===== src/rtl/bip_control_unit.sv =====
// -----------------------------------------------------------------------------
// bip_control_unit
//
// Instruction sequencer for the BIP processor. Owns the program counter, the
// FETCH/EXECUTE/HALT state machine, a saturating retired-instruction counter,
// and decodes the 5-bit opcode into the datapath control vector.
//
// Ports:
//   i_clock        rising-edge clock
//   i_reset        asynchronous, active-low reset
//   i_enable       run gate; low stalls state, PC and counter
//   i_instruction  program-memory read data (valid one cycle after o_pc)
//   o_pc           program-memory address (registered)
//   o_operand      i_instruction[10:0], combinational pass-through
//   o_sel_a        datapath mux A: 00 RAM, 01 sign-extended operand, 10 ALU
//   o_sel_b        ALU B input: 0 RAM data, 1 sign-extended operand
//   o_enb_acc      accumulator write enable
//   o_operation    ALU op: 0 add, 1 subtract
//   o_rd_ram       data-RAM read strobe
//   o_wr_ram       data-RAM write strobe
//   o_halted       high while in HALT
//   o_instr_count  retired instructions, saturating
// -----------------------------------------------------------------------------
module bip_control_unit #(
    parameter int NB_INSTRUCTION = 16,
    parameter int NB_ADDR        = 11,
    parameter int NB_OPCODE      = 5,
    parameter int NB_OPERAND     = NB_INSTRUCTION - NB_OPCODE,
    parameter int NB_SELECTOR_A  = 2,
    parameter int NB_COUNT       = 16
) (
    input  logic                      i_clock,
    input  logic                      i_reset,
    input  logic                      i_enable,
    input  logic [NB_INSTRUCTION-1:0] i_instruction,
    output logic [NB_ADDR-1:0]        o_pc,
    output logic [NB_OPERAND-1:0]     o_operand,
    output logic [NB_SELECTOR_A-1:0]  o_sel_a,
    output logic                      o_sel_b,
    output logic                      o_enb_acc,
    output logic                      o_operation,
    output logic                      o_rd_ram,
    output logic                      o_wr_ram,
    output logic                      o_halted,
    output logic [NB_COUNT-1:0]       o_instr_count
);

    localparam logic [NB_OPCODE-1:0] OP_HLT  = 5'b00000;
    localparam logic [NB_OPCODE-1:0] OP_STO  = 5'b00001;
    localparam logic [NB_OPCODE-1:0] OP_LD   = 5'b00010;
    localparam logic [NB_OPCODE-1:0] OP_LDI  = 5'b00011;
    localparam logic [NB_OPCODE-1:0] OP_ADD  = 5'b00100;
    localparam logic [NB_OPCODE-1:0] OP_ADDI = 5'b00101;
    localparam logic [NB_OPCODE-1:0] OP_SUB  = 5'b00110;
    localparam logic [NB_OPCODE-1:0] OP_SUBI = 5'b00111;

    localparam logic [NB_SELECTOR_A-1:0] SEL_A_RAM = 2'b00;
    localparam logic [NB_SELECTOR_A-1:0] SEL_A_IMM = 2'b01;
    localparam logic [NB_SELECTOR_A-1:0] SEL_A_ALU = 2'b10;

    localparam logic [NB_COUNT-1:0] COUNT_MAX = {NB_COUNT{1'b1}};

    typedef enum logic [1:0] {
        ST_FETCH   = 2'd0,
        ST_EXECUTE = 2'd1,
        ST_HALT    = 2'd2
    } state_t;

    state_t               state_q, state_d;
    logic [NB_ADDR-1:0]   pc_q, pc_d;
    logic [NB_COUNT-1:0]  count_q, count_d;
    logic [NB_OPCODE-1:0] opcode;

    assign opcode = i_instruction[NB_INSTRUCTION-1 -: NB_OPCODE];

    // State register: PC, counter and state all share the async clear.
    always_ff @(posedge i_clock or negedge i_reset) begin
        if (!i_reset) begin
            state_q <= ST_FETCH;
            pc_q    <= '0;
            count_q <= '0;
        end else begin
            state_q <= state_d;
            pc_q    <= pc_d;
            count_q <= count_d;
        end
    end

    // Next-state logic. Everything holds while i_enable is low.
    always_comb begin
        state_d = state_q;
        pc_d    = pc_q;
        count_d = count_q;
        case (state_q)
            ST_FETCH: begin
                if (i_enable) begin
                    state_d = ST_EXECUTE;
                end
            end
            ST_EXECUTE: begin
                if (i_enable) begin
                    // Every executed opcode retires, HLT included.
                    if (count_q != COUNT_MAX) begin
                        count_d = count_q + NB_COUNT'(1);
                    end
                    if (opcode == OP_HLT) begin
                        state_d = ST_HALT;
                    end else begin
                        // Natural NB_ADDR-bit wrap 0x7FF -> 0x000.
                        pc_d    = pc_q + NB_ADDR'(1);
                        state_d = ST_FETCH;
                    end
                end
            end
            ST_HALT: begin
                state_d = ST_HALT;
            end
            default: begin
                state_d = ST_FETCH;
            end
        endcase
    end

    // Output decode. Controls are live only in an enabled EXECUTE cycle, so a
    // stalled EXECUTE or an asynchronous reset drops every strobe at once.
    always_comb begin
        o_sel_a     = SEL_A_RAM;
        o_sel_b     = 1'b0;
        o_enb_acc   = 1'b0;
        o_operation = 1'b0;
        o_rd_ram    = 1'b0;
        o_wr_ram    = 1'b0;
        if ((state_q == ST_EXECUTE) && i_enable) begin
            case (opcode)
                OP_STO: begin
                    o_wr_ram = 1'b1;
                end
                OP_LD: begin
                    o_rd_ram  = 1'b1;
                    o_sel_a   = SEL_A_RAM;
                    o_enb_acc = 1'b1;
                end
                OP_LDI: begin
                    o_sel_a   = SEL_A_IMM;
                    o_enb_acc = 1'b1;
                end
                OP_ADD: begin
                    o_rd_ram  = 1'b1;
                    o_sel_a   = SEL_A_ALU;
                    o_enb_acc = 1'b1;
                end
                OP_ADDI: begin
                    o_sel_a   = SEL_A_ALU;
                    o_sel_b   = 1'b1;
                    o_enb_acc = 1'b1;
                end
                OP_SUB: begin
                    o_rd_ram    = 1'b1;
                    o_sel_a     = SEL_A_ALU;
                    o_operation = 1'b1;
                    o_enb_acc   = 1'b1;
                end
                OP_SUBI: begin
                    o_sel_a     = SEL_A_ALU;
                    o_sel_b     = 1'b1;
                    o_operation = 1'b1;
                    o_enb_acc   = 1'b1;
                end
                default: begin
                    // HLT and NOP range 01000-11111 assert nothing.
                end
            endcase
        end
    end

    assign o_pc          = pc_q;
    assign o_instr_count = count_q;
    assign o_halted      = (state_q == ST_HALT);
    assign o_operand     = i_instruction[NB_OPERAND-1:0];

endmodule


===== config.mk =====
export PLATFORM = sky130hd
export DESIGN_NAME = bip_control_unit
export DESIGN_NICKNAME = d
export VERILOG_FILES = /design/src/rtl/bip_control_unit.sv
export SDC_FILE = /design/constraint.sdc
export NUM_CORES = 1
export LEC_CHECK = 0
export BUFFER_PORTS_ARGS = -buffer_cell sky130_fd_sc_hd__buf_2
export CORE_AREA = 2 2 61 63
export CTS_CLUSTER_DIAMETER = 120
export CTS_CLUSTER_SIZE = 14
export DETAILED_ROUTE_END_ITERATION = 16
export DIE_AREA = 0 0 63 65
export PLACE_DENSITY_LB_ADDON = 0.2
export SKIP_LAST_GASP = 1
export SYNTH_ARGS = -nofsm -noshare
export SYNTH_HDL_FRONTEND = slang
export SYNTH_SLANG_ARGS = --single-unit
export TNS_END_PERCENT = 30

===== constraint.sdc =====
create_clock -name i_clock -period 2.3 [get_ports i_clock]
set_clock_uncertainty 0.1 [all_clocks]
set_input_delay 0.345 -clock i_clock [delete_from_list [all_inputs] [get_ports i_clock]]
set_output_delay 0.345 -clock i_clock [all_outputs]
set_load 0.05 [all_outputs]

-- Word level (Yosys, flattened, before mapping)
Cells that the tools add are included.
- reductions and logical operators: 11
- bitwise operators: 1
- add/sub/neg operators: 2
- eq/ne operators: 12
- muxes and demuxes: 16
- operators by type and width (kind ; number):
    == test 5 x 3 -> 1 bit (second input constant) ; 4
    adder 16 x 1 -> 16 bit (second input constant) ; 1
    != test 16 bit (second input constant) ; 1
    adder 11 x 1 -> 11 bit (second input constant) ; 1
    == test 5 x 2 -> 1 bit (second input constant) ; 2
    2-to-1 mux 1 bit ; 10
    2-to-1 mux 2 bit ; 4
    one-hot mux 2 bit (3 select lines) ; 1
    AND reduction 3 bit ; 2
    OR reduction 6 bit ; 1
    == test 5 x 1 -> 1 bit (second input constant) ; 1
    zero test 5 bit ; 1
    != test 2 bit (second input constant) ; 2
    one-hot mux 2 bit (2 select lines) ; 1
    OR reduction 2 bit ; 2
    OR reduction 4 bit ; 1
    OR reduction 3 bit ; 1
    == test 2 x 1 -> 1 bit (second input constant) ; 1
    == test 2 bit (second input constant) ; 1
    zero test 2 bit ; 1
    AND reduction 2 bit ; 1
    logical AND 1 bit ; 1
    inverter 1 bit ; 1
- register bits: 29
- output and inout bits: 46

-- Depth between registers and ports, before layout
Gate-level depths: netlist (run 1).
- depth after elaboration: 4
- mapped depth: 6
- gate-level depth less buffers: 5

-- Least setup slack after synthesis (run 1)
OpenSTA, ideal clock, no wires.
- kind: register to output
- from: register state_q[1]
- to: output o_rd_ram
- arrival time: 2.966 ns
- stages on the path, launching flop included: 4
- path buffers: 0
- setup slack: -1.111 ns
- cell sequence: dfrtp_1 > nand3b_4 > nor4_1 > nor2b_1
- cells in the longest elaborated chain, start to end: 3
- RTL lines (what ; line ; source):
    start: declaration ; 69 ; state_t state_q, state_d;
    start signal: assignment ; 83 ; state_q <= state_d;
    == test 2 x 1 -> 1 bit ; 133 ; if ((state_q == ST_EXECUTE) && i_enable) begin
    logical AND 1 bit ; 133 ;
    2-to-1 mux 1 bit ; 133 ;
    end: declaration ; 42 ; output logic o_rd_ram,
No other way between the ends.

-- Final worst setup path (run 1)
- from: register state_q[1]
- to: output o_sel_a[0]
- cells in the longest elaborated chain, start to end: 3
- RTL lines (what ; line ; source):
    == test 2 x 1 -> 1 bit ; 133 ;
    logical AND 1 bit ; 133 ;
    2-to-1 mux 2 bit ; 133 ;
    end: declaration ; 38 ; output logic [NB_SELECTOR_A-1:0] o_sel_a,
No other way between the ends.

==> results of run 1 <==
[sequential cells by signal, indices dropped and copies added, names as in the netlist]
| name | cells |
|---|---|
| o_instr_count | 16 |
| o_pc | 11 |
| state_q | 2 |
[final cells by class]
| cell class | count | area, um^2 |
|---|---|---|
| Timing Repair Buffer | 45 | 235 |
| Sequential cell | 29 | 726 |
| Fill cell | 350 | 1660 |
| Clock buffer | 7 | 55.1 |
| Multi-Input combinational cell | 99 | 758 |
| Tap cell | 48 | 60.1 |
[path summary, 6_finish.rpt]
check	to	depth (start not counted)	slack, ns
max in group asynchronous	o_instr_count[1]	2	1.21
worst max register to register	o_instr_count[14]	5	0.51
worst min register to register	state_q[0]	1	0.35
worst min-delay path	state_q[0]	3	0.23
min in group asynchronous	o_pc[6]	2	0.47
worst max-delay path	o_sel_a[0]	5	0.19
[cells in the final DEF (no fill, tap or decap)]
| master | n |
|---|---|
| and4_1 | 2 |
| or3_4 | 1 |
| buf_4 | 2 |
| dlygate4sd3_1 | 1 |
| nor4_4 | 1 |
| and3_1 | 6 |
| clkbuf_8 | 1 |
| nand3_1 | 8 |
| nand4_2 | 1 |
| nor3_1 | 8 |
| nand2_1 | 11 |
| nor2_1 | 5 |
| nor2b_1 | 2 |
| ha_1 | 2 |
| nor3b_1 | 1 |
| and4_2 | 1 |
| a21oi_1 | 1 |
| mux2_2 | 1 |
| nor3_2 | 1 |
| clkbuf_1 | 1 |
| and2_1 | 1 |
| nor4_1 | 4 |
| mux2_1 | 1 |
| a211oi_2 | 1 |
| xor2_1 | 16 |
| nand4_4 | 1 |
| nand4_1 | 7 |
| nand3b_4 | 1 |
| o21bai_1 | 1 |
| xnor2_1 | 10 |
| clkbuf_4 | 5 |
| buf_2 | 42 |
| nor4b_4 | 1 |
| nor4_2 | 1 |
| dfrtp_1 | 29 |
| nor3b_2 | 2 |
[power by group]
group | leakage (nW) | switching [W] | internal (W)
clock network | 0.0314 | 0.000161 | 0.000144
registers | 0.384 | 0.000166 | 0.000618
logic | 0.550 | 0.000544 | 0.000205
[worst register-to-register path: cells and delay by family, from the launching register on]
family	cells	cell delay [ns]
simple gates	3	0.86
xor+xnor	1	0.16
buf+inv	1	0.21
flops	1	0.40
[stage by stage]
stage,power [W],util
3_5_place_dp,0.00155,0.505
6_report,0.00184,0.525
5_1_grt,0.00195,0.525
2_1_floorplan,0.00139,-
4_1_cts,0.00186,0.523
3_3_place_gp,0.00153,0.505
[logic make-up (layout without fill, tap and decap cells)]
logic type,count (synthesis),count (layout),share of synthesized area
AO/OA/AOI/OAI,3,3,0.0161
XOR/XNOR,26,26,0.147
adder cells (fa/ha/maj),2,2,0.0161
buffers and inverters,13,52,0.0589
flip-flops,29,29,0.468
multiplexers,2,2,0.0145
AND/OR/NAND/NOR,66,66,0.279
[timing repair]
action	CTS	global route
resized for setup	0	1
endpoints found under the hold margin	29	0
hold buffers	1	0
setup endpoints to repair	0	2
[layer usage]
| metal | track usage | share of wire | up-vias |
|---|---|---|---|
| met5 | 0 | 0 | - |
| met4 | 0.0639 | 0.015 | 0 |
| met3 | 0.0556 | 0.065 | 8 |
| met2 | 0.267 | 0.45 | 44 |
| met1 | 0.205 | 0.47 | 579 |
| li1 | - | - | 574 |
==> flow_summary.ini, run 1 <==
[outcome]
status = finished, final reports clean

[worst_setup_path]
worst_path_max_delay_cell = dfrtp_1
start_kind = flop
worstSetupPathType = flop to output port
crit_path_start = state_q[1]
worst-path-buf-inv = 1
crit_fanout = 4
crit_arrival_ns = 1.66
crit_path_end_kind = output port
crit_chain = nand3b_4, nor3_2, nand2_1, nor3b_2, buf_2
crit_family = simple AND/OR/NAND/NOR gates
max_stage_delay_ns = 0.40
required_ns = 1.86
reg2reg_from = state_q[1]

[placement]
gp_congestion = 0.794
dp.cells = 220
pre_cts_slack_ns = 0.407
io_buffers = 42
post-dp-hpwl_um = 2290
placedInstanceArea_mm2 = 0.00176

[logic_synthesis]
syn_nets = 162
synth_common_cells = 29 x dfrtp_1, 16 x xor2_1, 11 x buf_4, 11 x nand2_1, 10 x xnor2_1
synthTopCellsByArea = dfrtp_1 47%, xor2_1 9.0%, xnor2_1 5.6%
synth_area_mm2 = 0.00155
synth_top_area_frac = 0.468
synth_edf_count = 0
synth_cell_types = 31
yosysMostFrequentCell = dfrtp_1
synth_area_per_cell_um2 = 11.0
synthCells = 141
async_flop_share = 1.00
synthFlopType = dfrtp_1
yosys.area.top_type = dfrtp_1
yosys_register_bits = 29
yosysWarnings = 0
ys_seq_area_frac = 0.468

[pwr]
total_leakage_power_nw = 0.965
peakVddDrop_uv = 590
power_density_mw_per_mm2 = 1000

[timing]
finalHoldViolCount = 0
finalCritPeriodShare = 0.915
whs_ns = 0.230
fmax_mhz = 475
slew_viol_final = 0
setup-violations-final = 0
period_minus_slack_ns = 2.11
worst_slack_ns = 0.195
worst_slew_pin_slew_ns = 0.625
max_slew_margin = 0.584
rsz0062_at_grt = false
setup_tns_ns = 0

[floorplan]
dieHeight_um = 65
fp-row-count = 22
core_area_mm2 = 0.00350
ios = 65
die_x_um = 63
start_util = 0.443
dieArea_mm2 = 0.00410

[grt]
track_usage = 0.166
overflow = 0
grt_first_pass_wirelength_um = 5330
grt_pass1_vias = 1179
antenna_found_initial = 0
grt_max_degree = 30

[layout]
fin_cells = 228
syn_to_final_growth_pct = 18.3
drive_above_1_share = 0.350
n_antenna_cell = 0
nets = 201
post-route-cell-area_mm2 = 0.00183

[job]
maxCapViolations = 0

[hold_path]
min_from = i_enable
hp-class = primary input to flop

[routing]
drt-vias-per-instance = 5.29
drc = 0
firstDrtPassIters = 4
wire_per_inst_um = 13.4
drt_wl_total_um = 3060
drtIter0Drc = 17
vias = 1205
ant_nets = 0

[clock_network]
cts_buffers = 5
cts_buffer_depth = 2
clockRootBuffer = clkbuf_4
post-cts-setup-buffer-count = 0
clk_pin_slew_ns = 0.08
clk-insertion-delay-late_ns = 0.32
cts_htree_levels = 2
cts.sinks = 29
cts_tree = built
Note: power is estimated with default switching activity, not from simulation.
==> run 2: changes to the inputs <==
--- a/config.mk
+++ b/config.mk
@@ -5,12 +5,13 @@
 export SDC_FILE = /design/constraint.sdc
 export NUM_CORES = 1
 export LEC_CHECK = 0
+export ABC_AREA = 1
 export BUFFER_PORTS_ARGS = -buffer_cell sky130_fd_sc_hd__buf_2
-export CORE_AREA = 2 2 61 63
+export CORE_AREA = 2 2 64 66
 export CTS_CLUSTER_DIAMETER = 120
 export CTS_CLUSTER_SIZE = 14
 export DETAILED_ROUTE_END_ITERATION = 16
-export DIE_AREA = 0 0 63 65
+export DIE_AREA = 0 0 66 68
 export PLACE_DENSITY_LB_ADDON = 0.2
 export SKIP_LAST_GASP = 1
 export SYNTH_ARGS = -nofsm -noshare
==> run 2 against run 1 <==
Effect of this change:
- the flow now finishes with violations (hold timing)
- worst hold slack got worse by 0.25 ns
- core utilization grew 0.61 points
- non-clock buffer count down 3
- sequential cell count unchanged
- cell area is 12% higher
- routed wire length up 8.7%
- clock-buffer cell count is 1 lower
- sequential share of layout area down 4.1 points
==> flow_summary.ini, run 2 <==
[outcome]
status = finished with violations
violations = hold timing

[logic_synthesis]
synth_edf_count = 0
async_flop_share = 1.00
synth_top_area_frac = 0.404
synth_area_mm2 = 0.00180
synthFlopType = dfrtp_1
synthTopCellsByArea = dfrtp_1 40%, nand2_1 18%, inv_1 5.8%
synth_common_cells = 87 x nand2_1, 29 x dfrtp_1, 28 x inv_1
ys_seq_area_frac = 0.404
yosys_register_bits = 29
syn_nets = 269
yosysMostFrequentCell = nand2_1
synthCells = 248
synth_area_per_cell_um2 = 7.24
yosys.area.top_type = dfrtp_1
synth_cell_types = 23
yosysWarnings = 0

[worst_setup_path]
crit_fanout = 6
worst_path_max_delay_cell = dfrtp_1
crit_chain = nand2_1, nor2_4, nand4_1, and2_1, nor2_1, buf_2
required_ns = 1.86
worstSetupPathType = flop to output port
max_stage_delay_ns = 0.39
crit_arrival_ns = 1.63
crit_path_end_kind = output port
start_kind = flop

[pwr]
comb_power_share = 0.023
power_density_mw_per_mm2 = 457
power.share.switching = 0.224
total_leakage_power_nw = 1.14
peakVddDrop_uv = 342
cell_internal_pwr_w = 0.000725
seqPwrFrac = 0.546
p_switching_w = 0.000210
pwr-share-clk = 0.431

[routing]
firstDrtPassIters = 4
vias = 1545
drt_wl_total_um = 3330
drtIter0Drc = 98
drc = 0
drt-vias-per-instance = 4.61
ant_nets = 0
wire_per_inst_um = 9.94

[grt]
track_usage = 0.169
overflow = 0
grt_max_degree = 30
antenna_found_initial = 0
grt_pass1_vias = 1347
grt_first_pass_wirelength_um = 5780

[clock_network]
clockRootBuffer = clkbuf_8
cts.sinks = 29
hold_buffers = 0
clk-insertion-delay-late_ns = 0.28
postCtsResizedCells = 0
cts_buffers = 5
post-cts-setup-buffer-count = 0
cts_buffer_depth = 2
cts_tree = built
cts_htree_levels = 2
clk_pin_slew_ns = 0.06

[timing]
fmax_mhz = 482
finalCritPeriodShare = 0.902
setup-violations-final = 0
finalHoldViolCount = 21
setup_tns_ns = 0
rsz0062_at_grt = false
period_minus_slack_ns = 2.08
worst_slew_pin_slew_ns = 0.642
slew_viol_final = 0
max_slew_margin = 0.572
whs_ns = -0.0155

[layout]
post-route-cell-area_mm2 = 0.00205
n_antenna_cell = 0
multiInputGateArea_um2 = 853
drive_above_1_share = 0.225
nets = 305
filler_cell_count = 403
layout_common_cells = 87 x nand2_1, 42 x buf_2, 29 x dfrtp_1, 28 x inv_1, 26 x nor2_1
layout_commonest_cell = nand2_1
largest_register_ff_count = 16
seq_area_um2 = 726
syn_to_final_growth_pct = 13.9

[floorplan]
ios = 65
start_util = 0.466
core_area_mm2 = 0.00386
dieArea_mm2 = 0.00449
dieHeight_um = 68
die_x_um = 66
fp-row-count = 23

[placement]
placedInstanceArea_mm2 = 0.00196
gp_congestion = 0.768
io_buffers = 42
post-dp-hpwl_um = 2510

[job]
maxCapViolations = 0

[hold_path]
hp-class = primary input to asynchronous set/reset pin
run 2: through the flow:
step	power (W)	hold WS, ns	std cells	utilization	setup slack [ns]
finish	0.000935	-0.0155	335	0.531	0.225
global route	0.000982	0.0372	335	0.531	0.0800
CTS	0.000958	0.00659	335	0.531	0.202
detailed placement	0.000542	0.313	327	0.509	0.465
global placement	0.000542	0.315	327	0.509	0.480
floorplan	0.000575	-0.0506	248	-	0.268
run 2: cell families after synthesis:
logic type                 share of synthesized area
adders and majority gates                     0.0139
DFF                                            0.404
xor gates and xnor gates                      0.0585
and+or+nand+nor                                0.385
buffers and inverters                          0.121
AOI/OAI and AO/OA                             0.0174
run 2: layout make-up:
| cell class | instances | area share |
|---|---|---|
| clock buffers | 6 | 0.0355 |
| inverters | 30 | 0.0550 |
| clock inverters | 2 | 0.00489 |
| flip-flops and latches | 29 | 0.355 |
| repair buffers | 42 | 0.103 |
| well taps | 50 | 0.0306 |
| multi-input cells | 176 | 0.417 |
run 2: path summary, 6_finish.rpt:
check / start / slack [ns] / end / cells past startpoint
setup / recovery: state_q[0] / 0.22 / o_rd_ram / 6
hold / removal: i_reset / -0.02 / o_instr_count[13] / 1
setup reg to reg: o_instr_count[0] / 0.60 / o_instr_count[1] / 9
hold reg to reg: state_q[0] / 0.41 / state_q[0] / 1
max in group asynchronous: i_reset / 1.69 / o_instr_count[1] / 1
min in group i_clock: i_enable / 0.16 / state_q[0] / 2
run 2: per-layer routing:
layer  share of wire  up-vias  global-route usage
li1                -      829                   -
met1            0.46      679               0.209
met2            0.48       35               0.274
met3           0.061        2              0.0641
met4          0.0030        0              0.0587
met5               0        -                   0
run 2: power by group through the flow:
stage / sequential (W) / combinational [W] / clock [W]
global route: 0.000510 / 0.0000262 / 0.000446
detailed placement: 0.000520 / 0.0000228 / 0
global placement: 0.000520 / 0.0000228 / 0
CTS: 0.000510 / 0.0000229 / 0.000425
floorplan: 0.000520 / 0.0000551 / 0
finish: 0.000510 / 0.0000216 / 0.000403
run 2: worst max-delay path: cells and delay by family (launching register included):
| kind | cells | cell delay [ns] |
|---|---|---|
| AND/OR/NAND/NOR | 5 | 0.70 |
| flip-flops | 1 | 0.39 |
| buffers and inverters | 1 | 0.26 |
